## src/rtl/skinny_tk_pkg.sv

```systemverilog
// Shared constants, cell helpers and FSM encoding for the SKINNY tweakey schedulers.
package skinny_tk_pkg;

    localparam int CELL_W          = 8;
    localparam int N_CELLS         = 16;
    localparam int ROUNDS_128_384  = 56;
    localparam int ROUNDS_PLUS     = 40;

    // PT^-1 as a gather table: out cell i takes in cell PT_INV_IDX[i].
    // The forward PT is the matching scatter: out cell PT_INV_IDX[i] takes in cell i.
    localparam logic [15:0][3:0] PT_INV_IDX = {
        4'd7, 4'd6, 4'd5, 4'd4, 4'd3, 4'd2, 4'd1, 4'd0,
        4'd13, 4'd15, 4'd11, 4'd8, 4'd9, 4'd12, 4'd10, 4'd14
    };

    typedef enum logic [1:0] {
        IDLE = 2'd0,
        FWD  = 2'd1,
        EMIT = 2'd2
    } state_t;

    // (x7..x0) -> (x6..x0, x7^x5)
    function automatic logic [7:0] lfsr2_fwd(input logic [7:0] x);
        return {x[6:0], x[7] ^ x[5]};
    endfunction

    // (x7..x0) -> (x0^x6, x7..x1)
    function automatic logic [7:0] lfsr3_fwd(input logic [7:0] x);
        return {x[0] ^ x[6], x[7:1]};
    endfunction

    // Undoes lfsr2_fwd: y -> (y0^y6, y7..y1)
    function automatic logic [7:0] lfsr2_inv(input logic [7:0] y);
        return {y[0] ^ y[6], y[7:1]};
    endfunction

    // Undoes lfsr3_fwd: y -> (y6..y0, y7^y5)
    function automatic logic [7:0] lfsr3_inv(input logic [7:0] y);
        return {y[6:0], y[7] ^ y[5]};
    endfunction

endpackage

```

## src/rtl/skinny_tweak_perm.sv

```systemverilog
// Forward tweakey cell permutation PT (combinational, 16 x 8-bit cells).
module skinny_tweak_perm
    import skinny_tk_pkg::*;
(
    input  logic [127:0] tk_in,
    output logic [127:0] tk_out
);

    // Scatter each input cell to the position PT^-1 would read it from.
    for (genvar gi = 0; gi < N_CELLS; gi++) begin : g_cell
        assign tk_out[CELL_W*PT_INV_IDX[gi] +: CELL_W] = tk_in[CELL_W*gi +: CELL_W];
    end

endmodule

```

## src/rtl/skinny_tweak_perm_inv.sv

```systemverilog
// Inverse tweakey cell permutation PT^-1 (combinational, 16 x 8-bit cells).
module skinny_tweak_perm_inv
    import skinny_tk_pkg::*;
(
    input  logic [127:0] tk_in,
    output logic [127:0] tk_out
);

    // Gather: out cell gi comes from in cell PT_INV_IDX[gi].
    for (genvar gi = 0; gi < N_CELLS; gi++) begin : g_cell
        assign tk_out[CELL_W*gi +: CELL_W] = tk_in[CELL_W*PT_INV_IDX[gi] +: CELL_W];
    end

endmodule

```

## src/rtl/skinny_tweakey_inv_sched.sv

```systemverilog
// Decryption-side SKINNY-128-384 tweakey scheduler: unwinds forward to the last
// round, then streams round tweakeys from round ROUNDS-1 down to round 0.
module skinny_tweakey_inv_sched
    import skinny_tk_pkg::*;
#(
    parameter int ROUNDS = 56,
    parameter int RW     = 6
) (
    input  logic          clk,
    input  logic          rst,
    input  logic          load_valid,
    output logic          load_ready,
    input  logic          load_final,
    input  logic [127:0]  tk1_in,
    input  logic [127:0]  tk2_in,
    input  logic [127:0]  tk3_in,
    output logic          rtk_valid,
    input  logic          rtk_ready,
    output logic [63:0]   rtk_out,
    output logic [RW-1:0] rtk_round,
    output logic          rtk_last,
    output logic          busy
);

    state_t        state_reg, state_next;
    logic [RW-1:0] cnt_reg, cnt_next;
    logic [127:0]  tk1_reg, tk2_reg, tk3_reg;
    logic [127:0]  tk1_next, tk2_next, tk3_next;

    logic [127:0]  tk1_fp, tk2_fp, tk3_fp;     // after forward PT
    logic [127:0]  tk2_fwd, tk3_fwd;           // after forward LFSRs
    logic [127:0]  tk2_il, tk3_il;             // after inverse LFSRs
    logic [127:0]  tk1_inv, tk2_inv, tk3_inv;  // after PT^-1

    skinny_tweak_perm u_fp1 (.tk_in(tk1_reg), .tk_out(tk1_fp));
    skinny_tweak_perm u_fp2 (.tk_in(tk2_reg), .tk_out(tk2_fp));
    skinny_tweak_perm u_fp3 (.tk_in(tk3_reg), .tk_out(tk3_fp));

    // LFSRs only touch the upper half (rows 0-1); forward applies them after PT,
    // inverse applies them before PT^-1.
    for (genvar gi = 0; gi < N_CELLS; gi++) begin : g_lfsr
        if (gi >= 8) begin : g_upper
            assign tk2_fwd[CELL_W*gi +: CELL_W] = lfsr2_fwd(tk2_fp[CELL_W*gi +: CELL_W]);
            assign tk3_fwd[CELL_W*gi +: CELL_W] = lfsr3_fwd(tk3_fp[CELL_W*gi +: CELL_W]);
            assign tk2_il[CELL_W*gi +: CELL_W]  = lfsr2_inv(tk2_reg[CELL_W*gi +: CELL_W]);
            assign tk3_il[CELL_W*gi +: CELL_W]  = lfsr3_inv(tk3_reg[CELL_W*gi +: CELL_W]);
        end else begin : g_lower
            assign tk2_fwd[CELL_W*gi +: CELL_W] = tk2_fp[CELL_W*gi +: CELL_W];
            assign tk3_fwd[CELL_W*gi +: CELL_W] = tk3_fp[CELL_W*gi +: CELL_W];
            assign tk2_il[CELL_W*gi +: CELL_W]  = tk2_reg[CELL_W*gi +: CELL_W];
            assign tk3_il[CELL_W*gi +: CELL_W]  = tk3_reg[CELL_W*gi +: CELL_W];
        end
    end

    skinny_tweak_perm_inv u_ip1 (.tk_in(tk1_reg), .tk_out(tk1_inv));
    skinny_tweak_perm_inv u_ip2 (.tk_in(tk2_il),  .tk_out(tk2_inv));
    skinny_tweak_perm_inv u_ip3 (.tk_in(tk3_il),  .tk_out(tk3_inv));

    // State, round counter and tweakey registers.
    always_ff @(posedge clk) begin
        if (rst) begin
            state_reg <= IDLE;
            cnt_reg   <= '0;
            tk1_reg   <= '0;
            tk2_reg   <= '0;
            tk3_reg   <= '0;
        end else begin
            state_reg <= state_next;
            cnt_reg   <= cnt_next;
            tk1_reg   <= tk1_next;
            tk2_reg   <= tk2_next;
            tk3_reg   <= tk3_next;
        end
    end

    // Next-state logic: load in IDLE, forward steps in FWD, inverse step per accepted beat in EMIT.
    always_comb begin
        state_next = state_reg;
        cnt_next   = cnt_reg;
        tk1_next   = tk1_reg;
        tk2_next   = tk2_reg;
        tk3_next   = tk3_reg;
        case (state_reg)
            IDLE: begin
                if (load_valid) begin
                    tk1_next = tk1_in;
                    tk2_next = tk2_in;
                    tk3_next = tk3_in;
                    if (load_final) begin
                        state_next = EMIT;
                        cnt_next   = RW'(ROUNDS - 1);
                    end else begin
                        state_next = FWD;
                        cnt_next   = '0;
                    end
                end
            end
            FWD: begin
                tk1_next = tk1_fp;
                tk2_next = tk2_fwd;
                tk3_next = tk3_fwd;
                cnt_next = cnt_reg + RW'(1);
                if (cnt_reg == RW'(ROUNDS - 2)) begin
                    state_next = EMIT;
                end
            end
            EMIT: begin
                if (rtk_ready) begin
                    if (cnt_reg == '0) begin
                        state_next = IDLE;
                    end else begin
                        tk1_next = tk1_inv;
                        tk2_next = tk2_inv;
                        tk3_next = tk3_inv;
                        cnt_next = cnt_reg - RW'(1);
                    end
                end
            end
            default: begin
                state_next = IDLE;
            end
        endcase
    end

    assign load_ready = (state_reg == IDLE);
    assign busy       = (state_reg != IDLE);
    assign rtk_valid  = (state_reg == EMIT);
    assign rtk_round  = cnt_reg;
    assign rtk_last   = (state_reg == EMIT) && (cnt_reg == '0);
    assign rtk_out    = (state_reg == EMIT) ? (tk1_reg[127:64] ^ tk2_reg[127:64] ^ tk3_reg[127:64]) : '0;

endmodule

```

## config.mk

```make
export PLATFORM = sky130hd
export DESIGN_NAME = skinny_tweakey_inv_sched
export DESIGN_NICKNAME = d
export VERILOG_FILES = /design/src/rtl/skinny_tk_pkg.sv /design/src/rtl/skinny_tweak_perm.sv /design/src/rtl/skinny_tweak_perm_inv.sv /design/src/rtl/skinny_tweakey_inv_sched.sv
export SDC_FILE = /design/constraint.sdc
export NUM_CORES = 1
export LEC_CHECK = 0
export CAP_MARGIN = 40
export CORE_MARGIN = 5
export CORE_UTILIZATION = 42
export CTS_CLUSTER_SIZE = 25
export DETAILED_ROUTE_END_ITERATION = 7
export PLACE_DENSITY_LB_ADDON = 0.08
export SLEW_MARGIN = 20
export SYNTH_ARGS = -nofsm -noshare
export SYNTH_HDL_FRONTEND = slang
export SYNTH_SLANG_ARGS = --single-unit
```

## constraint.sdc

```tcl
create_clock -name clk -period 6.25 [get_ports clk]
set_input_delay 0.9375 -clock clk [delete_from_list [all_inputs] [get_ports clk]]
set_output_delay 0.9375 -clock clk [all_outputs]
set_load 0.05 [all_outputs]
```

==> impl_metrics.ini <==
[outcome]
outcome = complete, no violations

[finish]
final_nets = 3546
area_delta_synth_final_pct = 27.42
drive_above_1_share_pct = 3.357

[critical_path]
crit_arrival_ns = 3.45
critPathTopFamily = buffers and inverters
path_max_fanout = 38
critPathCaptureType = output port
worst-path-buf-inv = 4
crit_path_top_delay_cell = clkdlybuf4s50_1
crit_path_start_kind = flop
path_class = flop to output port
critPathRequiredTime_ns = 5.31
cp_cell_sequence = inv_1 -> ha_1 -> inv_2 -> buf_12 -> nor2_1 -> clkdlybuf4s50_1
crit_path_max_incr_delay_ns = 0.88

[clock_tree]
numCtsBuffers = 47
cts_root_buf = clkbuf_16
htreeDepth = 2
clkSinkCount = 392
clock_path_buffers = 3
path_clk_slew_ns = 0.06
ctsHoldBuffers = 0
cts_tree = yes
post_cts_buffers = 0
clkLatencyLatePin_ns = 0.59
ctsResizeCount = 0

[timing]
timing_worst_slew_pin_value_ns = 1.138
fin_skew_ns = 0.01295
max_freq_mhz = 227.8
hold_viol = 0
timing.final.crit_share_pct = 70.23
slew_headroom_pct = 24.14
final-setup-viol-count = 0
rsz0062_at_grt = no
finalSetupTns_ns = 0
maxSlewViolCount = 0
worst_slack_ns = 1.861
fin_crit_ns = 4.389

[pwr]
max-vdd-ir-drop_mv = 0.8125
p_per_area_nw_per_um2 = 604.7
total_power_mw = 17.00
power.leakage_nw = 9.123

[synth]
synth-seq-cells = 392
syn_area_um2 = 22060
synthArstFlopShare_pct = 0
synth_edf_count = 0
synth_top_flop_cell = dfxtp_1
yosysSeqAreaShare_pct = 35.57
synth.distinct_cells = 44
yosys_warnings = 0
synth_area_per_cell_um2 = 7.538
syn_nets = 3323
synthCells = 2927

[die]
num_rows = 84
dieArea_um2 = 57220
fp.dieH_um = 239.2
ios = 463
die_width_um = 239.2
start_util_pct = 42.15
core_um2 = 52340

[global_routing]
track_usage_pct = 33.13
grt_pass1_vias = 21560
grt_pass1_wl_um = 144700
grt-ovfl-total = 0
grt_antenna_before_repair = 5
grt_max_degree = 259

[drt]
wl_per_cell_um = 26.20
postRouteAntennaNets = 0
finalWirelength_um = 101600
drt_iter0_drc = 3248
drt_pre_antenna_iters = 7
route.detailed.drc = 0
vias = 24090
drt-vias-per-instance = 6.210

[place]
gp_congestion = 0.8985
portBuffers = 462
place_worst_setup_slack_ns = 2.456
dpl.hpwl_um = 71870

[worst_hold_path]
hold_class = flop to flop

[job]
drv_cap = 0
cells in the final DEF, fill, tap and decap left out, drive strengths merged, types with 2 or more instances in the layout:
master / synthesis / routed
inv: 5 / 5
a311oi: 2 / 2
ha: 7 / 7
dfxtp: 392 / 392
clkinv: 0 / 8
buf: 88 / 27
a211o: 2 / 2
clkbuf: 226 / 78
nor4bb: 2 / 2
xnor2: 84 / 84
nor2: 73 / 73
nand2: 774 / 774
diode: 0 / 4
a2111o: 2 / 2
a21oi: 391 / 391
xor2: 82 / 82
o22ai: 2 / 2
nand2b: 3 / 3
or2: 2 / 2
o21ai: 2 / 2
a22oi: 368 / 368
nor3: 2 / 2
o211ai: 400 / 400
clkdlybuf4s50: 0 / 461
a31oi: 2 / 2
worst min-delay path, stage by stage (launching register included):
cell and delay, ns:
dfxtp_1 0.32, nand2_1 0.06, a21oi_1 0.05
path summary, 6_finish.rpt:
kind,depth (start not counted),from,slack (ns),to
min reg2reg,2,tk1_reg[37],0.47,tk1_reg[37]
min,2,tk1_reg[37],0.47,tk1_reg[37]
max reg2reg,8,state_reg[0],2.28,tk2_reg[106]
max,6,state_reg[0],1.86,rtk_out[31]
per-layer routing:
layer	up-vias	GRT usage (%)	share of wire, %
li1	11020	-	-
met1	11570	46.41	42
met2	1325	51.37	45
met3	173	4.571	8.6
met4	4	13.97	4.6
met5	-	0	0.027
cell families after synthesis:
group | count (synthesis) | synth area share, %
AOI/OAI and AO/OA | 1179 | 35.74
and+or+nand+nor | 862 | 14.93
DFF | 392 | 35.57
buffers and inverters | 319 | 6.686
xor gates and xnor gates | 166 | 6.590
adders and majority gates | 7 | 0.3969
muxes | 2 | 0.09640
power breakdown:
group	internal [mW]	switching (mW)	leakage, nW
logic	3.36	6.36	5.13
clock network	1.60	1.14	0.754
registers	3.31	1.23	3.23
total	8.27	8.73	9.12
final cells by class:
| type | count | area [µm²] |
|---|---|---|
| Multi-Input combinational cell | 2216 | 12790 |
| Antenna cell | 4 | 10.01 |
| Fill cell | 4917 | 24230 |
| Tap cell | 688 | 860.8 |
| Sequential cell | 392 | 7848 |
| Inverter | 5 | 18.77 |
| Clock buffer | 78 | 1475 |
| Clock inverter | 8 | 43.79 |
| Timing Repair Buffer | 488 | 5072 |
cells in the mapped netlist (all sizes together), types with 2 or more instances:
library cell    n  area, µm²
xnor2          84      735.7
buf            88      608.1
a2111o          2      22.52
inv             5      18.77
dfxtp         392       7848
a311oi          2      17.52
nor2           73      276.5
ha              7      87.58
or2             2      12.52
o22ai           2      12.51
nand2b          3      18.77
nor4bb          2      20.02
nand2         774       2905
a22oi         368       2763
o21ai           2      10.00
nor3            2      10.01
a31oi           2      12.51
a21oi         391       1957
clkbuf        226      848.3
xor2           82      718.2
o211ai        400       3003
a211o           2      17.52
metrics by stage:
stage | area [µm²] | cells | util, % | hold WS [ns]
2_1_floorplan | 22060 | 2927 | - | 0.4494
3_5_place_dp | 26500 | 3786 | 50.64 | 0.4623
3_3_place_gp | 26440 | 3783 | 50.52 | 0.4559
4_1_cts | 28020 | 3872 | 53.54 | 0.4696
5_1_grt | 28110 | 3878 | 53.71 | 0.4947
6_report | 28110 | 3879 | 53.71 | 0.4743
No activity file was read; power rests on OpenSTA's default activity.
